## src/rtl/rs_exp_mod255_accum.sv

```systemverilog
// rs_exp_mod255_accum: folds 10-bit multiplier products mod 255, accumulates the
// residues over a framed sequence of terms, and emits one log-domain exponent
// plus a saturating term count per frame, behind a valid/ready handshake.
module rs_exp_mod255_accum #(
  parameter int PROD_W = 10,
  parameter int EXP_W  = 8,
  parameter int CNT_W  = 6
) (
  input  logic              clk,
  input  logic              reset,
  input  logic              in_valid,
  output logic              in_ready,
  input  logic [PROD_W-1:0] in_prod,
  input  logic              in_sof,
  input  logic              in_eof,
  output logic              out_valid,
  input  logic              out_ready,
  output logic [EXP_W-1:0]  out_exp,
  output logic [CNT_W-1:0]  out_count
);

  // Modulus 2^EXP_W - 1, held one bit wider so sums can be compared directly.
  localparam logic [EXP_W:0] MOD     = {1'b0, {EXP_W{1'b1}}};
  localparam logic [CNT_W-1:0] CNT_MAX = {CNT_W{1'b1}};

  logic              s1_valid_q, s1_valid_d;
  logic [EXP_W-1:0]  s1_r_q, s1_r_d;
  logic              s1_sof_q, s1_sof_d;
  logic              s1_eof_q, s1_eof_d;
  logic [EXP_W-1:0]  acc_q, acc_d;
  logic [CNT_W-1:0]  cnt_q, cnt_d;
  logic              out_valid_q, out_valid_d;
  logic [EXP_W-1:0]  out_exp_q, out_exp_d;
  logic [CNT_W-1:0]  out_count_q, out_count_d;

  logic              adv;
  logic [EXP_W:0]    fold_sum;
  logic [EXP_W-1:0]  fold_r;
  logic [EXP_W-1:0]  acc_base;
  logic [EXP_W:0]    acc_sum;
  logic [EXP_W-1:0]  acc_new;
  logic [CNT_W-1:0]  cnt_new;

  // Since 2^8 == 1 mod 255, the high product bits fold onto the low byte; one
  // conditional subtract suffices because the folded sum is below 2*255.
  always_comb begin
    fold_sum = {1'b0, in_prod[EXP_W-1:0]} + (EXP_W+1)'(in_prod[PROD_W-1:EXP_W]);
    if (fold_sum >= MOD) fold_r = EXP_W'(fold_sum - MOD);
    else                 fold_r = EXP_W'(fold_sum);
  end

  // Accumulate the stage-1 residue; a start-of-frame beat restarts from zero.
  always_comb begin
    acc_base = s1_sof_q ? '0 : acc_q;
    acc_sum  = {1'b0, acc_base} + {1'b0, s1_r_q};
    if (acc_sum >= MOD) acc_new = EXP_W'(acc_sum - MOD);
    else                acc_new = EXP_W'(acc_sum);
    if (s1_sof_q)              cnt_new = CNT_W'(1);
    else if (cnt_q == CNT_MAX) cnt_new = cnt_q;
    else                       cnt_new = cnt_q + CNT_W'(1);
  end

  // Whole pipeline moves together whenever the output slot is free or draining.
  always_comb begin
    adv         = !out_valid_q || out_ready;
    s1_valid_d  = s1_valid_q;
    s1_r_d      = s1_r_q;
    s1_sof_d    = s1_sof_q;
    s1_eof_d    = s1_eof_q;
    acc_d       = acc_q;
    cnt_d       = cnt_q;
    out_valid_d = out_valid_q;
    out_exp_d   = out_exp_q;
    out_count_d = out_count_q;
    if (adv) begin
      s1_valid_d  = in_valid;
      if (in_valid) begin
        s1_r_d   = fold_r;
        s1_sof_d = in_sof;
        s1_eof_d = in_eof;
      end
      out_valid_d = 1'b0;
      if (s1_valid_q) begin
        if (s1_eof_q) begin
          out_valid_d = 1'b1;
          out_exp_d   = acc_new;
          out_count_d = cnt_new;
          acc_d       = '0;
          cnt_d       = '0;
        end else begin
          acc_d = acc_new;
          cnt_d = cnt_new;
        end
      end
    end
  end

  // State registers; reset drops any in-flight frame and pending result.
  always_ff @(posedge clk or posedge reset) begin
    if (reset) begin
      s1_valid_q  <= 1'b0;
      s1_r_q      <= '0;
      s1_sof_q    <= 1'b0;
      s1_eof_q    <= 1'b0;
      acc_q       <= '0;
      cnt_q       <= '0;
      out_valid_q <= 1'b0;
      out_exp_q   <= '0;
      out_count_q <= '0;
    end else begin
      s1_valid_q  <= s1_valid_d;
      s1_r_q      <= s1_r_d;
      s1_sof_q    <= s1_sof_d;
      s1_eof_q    <= s1_eof_d;
      acc_q       <= acc_d;
      cnt_q       <= cnt_d;
      out_valid_q <= out_valid_d;
      out_exp_q   <= out_exp_d;
      out_count_q <= out_count_d;
    end
  end

  assign in_ready  = adv;
  assign out_valid = out_valid_q;
  assign out_exp   = out_exp_q;
  assign out_count = out_count_q;

endmodule

```

## config.mk

```make
export PLATFORM = sky130hd
export DESIGN_NAME = rs_exp_mod255_accum
export DESIGN_NICKNAME = d
export VERILOG_FILES = /design/src/rtl/rs_exp_mod255_accum.sv
export SDC_FILE = /design/constraint.sdc
export NUM_CORES = 1
export LEC_CHECK = 0
export ABC_AREA = 1
export BUFFER_PORTS_ARGS = -buffer_cell sky130_fd_sc_hd__buf_2
export CORE_MARGIN = 2
export CORE_UTILIZATION = 40
export CTS_BUF_LIST = sky130_fd_sc_hd__clkbuf_4 sky130_fd_sc_hd__clkbuf_8
export DETAILED_ROUTE_END_ITERATION = 8
export SYNTH_ARGS = -nofsm -noshare
export SYNTH_HDL_FRONTEND = slang
export SYNTH_SLANG_ARGS = --single-unit
```

## constraint.sdc

```tcl
create_clock -name clk -period 3.1 [get_ports clk]
set_clock_uncertainty 0.2 [all_clocks]
set_input_delay 0.31 -clock clk [delete_from_list [all_inputs] [get_ports clk]]
set_output_delay 0.31 -clock clk [all_outputs]
set_load 0.02 [all_outputs]
```

# ---- Word level (Yosys, flattened, before mapping)
# Index checks and enable logic that the tools add are counted.
# Widths: inputs -> output; s select.
dict set report totals {
  regBits 40
  output_inout_bits 16
  in_bits 16
}
dict set report op_classes {
  mux 9
  add_sub_neg 5
  n_lt_le_gt_ge 2
  n_reduce_logical 5
  eq_ne 1
}
# cell n
set op_table {}
lappend op_table {{$mux 8} 4}
lappend op_table {{$ge 9x8->1 const B} 2}
lappend op_table {{$mux 6} 3}
lappend op_table {{$sub 8x8->8 const B} 2}
lappend op_table {{$add 8x2->9} 1}
lappend op_table {{$add 8x8->9} 1}
lappend op_table {{$add 6x1->6 const B} 1}
lappend op_table {{$eq 6x6->1 const B} 1}
lappend op_table {{$reduce_and 2->1} 2}
lappend op_table {{$reduce_and 3->1} 1}
lappend op_table {{$mux 1} 2}
lappend op_table {{$logic_not 1->1} 1}
lappend op_table {{$logic_or 1x1->1} 1}

# ---- Longest topological paths before layout
dict set report logic_depth {
  depth_word 5
  depth_mapped 17
}

# ---- Least setup slack after synthesis
# Ideal clock, no wire load.
dict set report synth_timing {
  path_type {register to register}
  from {reg s1_sof_q}
  to {reg out_exp_q[5], in the netlist out_exp[5]}
  required_time_ns 2.783
  slack_ns 0.286
  path_buffers 1
  synth_period_minus_slack_ns 2.814
  arrival_time_ns 2.497
  path_stages_with_launch 17
  setup_time_ns 0.117
  cell_sequence {dfrtp_1 > clkbuf_1 > nor2_1 > ha_1 > fa_1 > ha_1 > inv_1 > nor2_2 > nand3_2 > nor2_2 > nand3_2 > nand3_4 > nand2_4 > nand2_2 > nand2_2 > nand2_1 > nand2_1}
}
dict set report synth_via {
  elab_chain_len 4
}
# item line_no
set synth_rtl {}
lappend synth_rtl {{start: declaration} 28} ;# logic s1_sof_q, s1_sof_d;
lappend synth_rtl {{start signal: assignment} 113} ;# s1_sof_q <= s1_sof_d;
lappend synth_rtl {{$mux 8 *} 54} ;# acc_base = s1_sof_q ? '0 : acc_q;
lappend synth_rtl {{$add 8x8->9 *} 55} ;# acc_sum = {1'b0, acc_base} + {1'b0, s1_r_q};
lappend synth_rtl {{$sub 8x8->8 / $ge 9x8->1 (equally long branches)} 56} ;# if (acc_sum >= MOD) acc_new = EXP_W'(acc_sum - MOD);
lappend synth_rtl {{$mux 8 *} 56}
lappend synth_rtl {{end signal: assignment} 118} ;# out_exp_q <= out_exp_d;
lappend synth_rtl {{end: declaration} 33} ;# logic [EXP_W-1:0] out_exp_q, out_exp_d;
# Mark *: on every way between the ends. The rest lies on a longest branch, timed or not.
# A chain may end at the register's enable or synchronous reset.

# ---- Worst setup path in the final report
dict set report layout_timing {
  from {reg s1_sof_q}
  to {reg out_exp_q[2], in the netlist out_exp[2]}
}
# The elaborated chain is that of the path after synthesis.

==> results.txt <==
footprint of the multi-input gates = 1510 µm²
Hold Crit Class = primary input to register
final-stage net count = 439
top achievable clock speed = 0.362 GHz
post-CTS resize count = 0
Starting Density = 40.7%
critical path type = register to register
transition time of the tightest slew-check pin = 0.702 ns
synthesis-stage register bit count = 40
Die X = 86.7 µm
Compound-Gate Fraction of Synth Area = 6.96%
synthesized area = 2730 µm²
Post-CTS Setup Inserts = 0
crit path launch type = register
placer's final routability congestion estimate = 0.867
share of cells above drive strength 1 = 19.6%
syn_area_per_cell = 7.41 µm²
flop2flop setup slack = 0.34 ns
cell row count = 30
Min Hold Slack = 0.0756 ns
Mapped Nets = 400
Worst Path Required = 3.09 ns
WL/cell = 11.6 µm
simple-gate share of the synthesized area = 37.2%
IO Count = 32
Setup crit end kind = register
Critical Path Source = s1_sof_q
sequential cell area fraction in the yosys report = 36.6%
H-tree depth = 2
maxcap violations = 0
final setup vio count = 0
CTS Sinks = 40
total global-route track usage = 16.5%
outcome = complete, no violations
GRT overflow = 0
Register Area = 1000 µm²
Vias = 2,373
Setup TNS = 0 ns
clk buf depth = 2
root buffer cell = clkbuf_8
residual DRC count = 0
most common cell after layout, fill and taps aside = nand2_1
initial antenna violation count = 0
hpwl dp = 4.53 mm
worst skew pair latency = 0.30 ns
Leak = 0.00173 µW
Adder-Cell Fraction of Synth Area = 7.42%
Area growth syn-to-layout = 14.7%
first-pass GRT wire length = 10.1 mm
R2R depth = 15
Worst Setup EP = out_exp[2]
Hold-fix buffers, CTS = 2
vias in the first global route = 2,295
number of vias per cell = 4.85
Antenna Cells = 0
fin crit period = 2.76 ns
total CTS buffers = 5
Core Region = 6720 µm²
Reg clk slew, reported paths = 0.08 ns
crit path max fanout = 8
Synth Area in XOR/XNOR = 3.80%
Post-Syn Instances = 369
RSZ-0062 raised after global routing = no
PortBufs = 31
Reg-to-Reg Start = s1_sof_q
largest net degree at the start of global routing = 23
maximum vdd ir drop = 0.193 mV
pwr dens = 758 nW/µm²
Final Hold Vio Count = 0
Distinct cells, synth = 35
fin. max-slew vios = 0
most frequent cells in the layout = 114 x nand2_1, 50 x inv_1, 40 x dfrtp_1, 33 x nand3_1, 31 x buf_2
mux cell area share after synthesis = 0%
largest family of logic cells by synthesized area = simple AND/OR/NAND/NOR gates
die area = 7510 µm²
CTS tree = built
drt first pass iters = 4
reg-to-reg endpoint = out_exp[2]
arrival time of the worst setup path = 2.75 ns
drt first-iter violations = 118
max_slew headroom = 53.1%
Filler cells = 685
Final Cycle Share = 89.1%
yosys warns = 0
Die Height = 86.7 µm
ANT nets after route = 0
routed wire length = 5.67 mm
==> cells by family (layout without fill, tap and decap cells) <==
kind of cell / Yosys count / count (layout)
adder cells (fa/ha/maj): 15 / 15
flip-flops: 40 / 40
AO/OA/AOI/OAI: 33 / 33
XOR/XNOR: 11 / 11
buffers and inverters: 58 / 98
AND/OR/NAND/NOR: 212 / 212
==> registers in the layout, indices dropped and copies added (netlist names) <==
name / cells
s1_valid_q: 1
acc_q: 8
cnt_q: 6
s1_sof_q: 1
out_valid: 1
s1_r_q: 8
out_exp: 8
out_count: 6
s1_eof_q: 1
==> critical path, stage by stage, from the launching register on <==
cell and delay, ns:
dfrtp_1 0.42, nor2_1 0.08, ha_1 0.22, fa_1 0.53, ha_1 0.19, inv_1 0.06
nor2_2 0.11, nand3_2 0.10, nor2_2 0.15, nand3_2 0.11, nand3_4 0.15, nand2_4 0.11
nand2_2 0.08, nand2_2 0.05, nand2_1 0.05, nand2_1 0.05
==> cell type report <==
class	count	area share, %
flip-flops and latches	40	31.9
inverters	54	6.46
clock buffers	6	2.63
well taps	80	3.19
repair buffers	36	6.30
clock inverters	2	1.24
multi-input cells	271	48.2
==> where the power goes <==
| group | switching [µW] | total, µW | internal [µW] |
|---|---|---|---|
| clock | 191 | 455 | 263 |
| sequential | 81.6 | 748 | 666 |
| combinational | 754 | 1170 | 420 |
==> Yosys cell counts (all sizes together) <==
| cell | n | area, µm² |
|---|---|---|
| a21boi | 1 | 11.3 |
| a21o | 1 | 7.51 |
| a21oi | 7 | 35.0 |
| and2 | 1 | 7.51 |
| and3 | 1 | 6.26 |
| buf | 1 | 5.00 |
| clkbuf | 3 | 11.3 |
| clkinv | 2 | 7.51 |
| dfrtp | 40 | 1000 |
| fa | 2 | 40.0 |
| ha | 13 | 163 |
| inv | 52 | 195 |
| nand2 | 134 | 573 |
| nand3 | 39 | 233 |
| nand3b | 2 | 18.8 |
| nand4 | 7 | 43.8 |
| nor2 | 25 | 119 |
| nor3 | 3 | 15.0 |
| o211ai | 1 | 7.51 |
| o21a | 1 | 7.51 |
| o21ai | 15 | 75.1 |
| o21bai | 1 | 7.51 |
| o22ai | 5 | 31.3 |
| o31ai | 1 | 7.51 |
| xnor2 | 3 | 33.8 |
| xor2 | 8 | 70.1 |
==> worst min-delay path by stage <==
stage	start	to	slack, ns	cells past startpoint
global route	in_sof	s1_sof_q	0.08	3
finish	in_sof	s1_sof_q	0.08	3
floorplan	in_eof	s1_eof_q	0.22	2
detailed placement	reset	out_exp[6]	0.16	2
CTS	in_sof	s1_sof_q	0.09	3
global placement	reset	out_exp[6]	0.16	2
==> layer usage <==
metal	up-vias	GRT usage [%]	part of all wire, %
li1	1254	-	-
met1	1070	21.7	49
met2	44	27.6	46
met3	5	3.05	3.5
met4	0	5.11	1.3
met5	-	0	0
==> stage by stage <==
stage	cell area, µm²	worst slack [ns]	utilization [%]	cells	total power, µW
final	3140	0.337	46.7	489	2380
after global routing	3140	0.0793	46.7	489	2590
after CTS	3140	0.336	46.7	489	2400
after detailed placement	2990	0.350	44.6	479	1930
after global placement	2990	0.414	44.6	479	1910
after floorplan	2730	0.286	-	369	1670
Power figures use the tool's default switching activity.
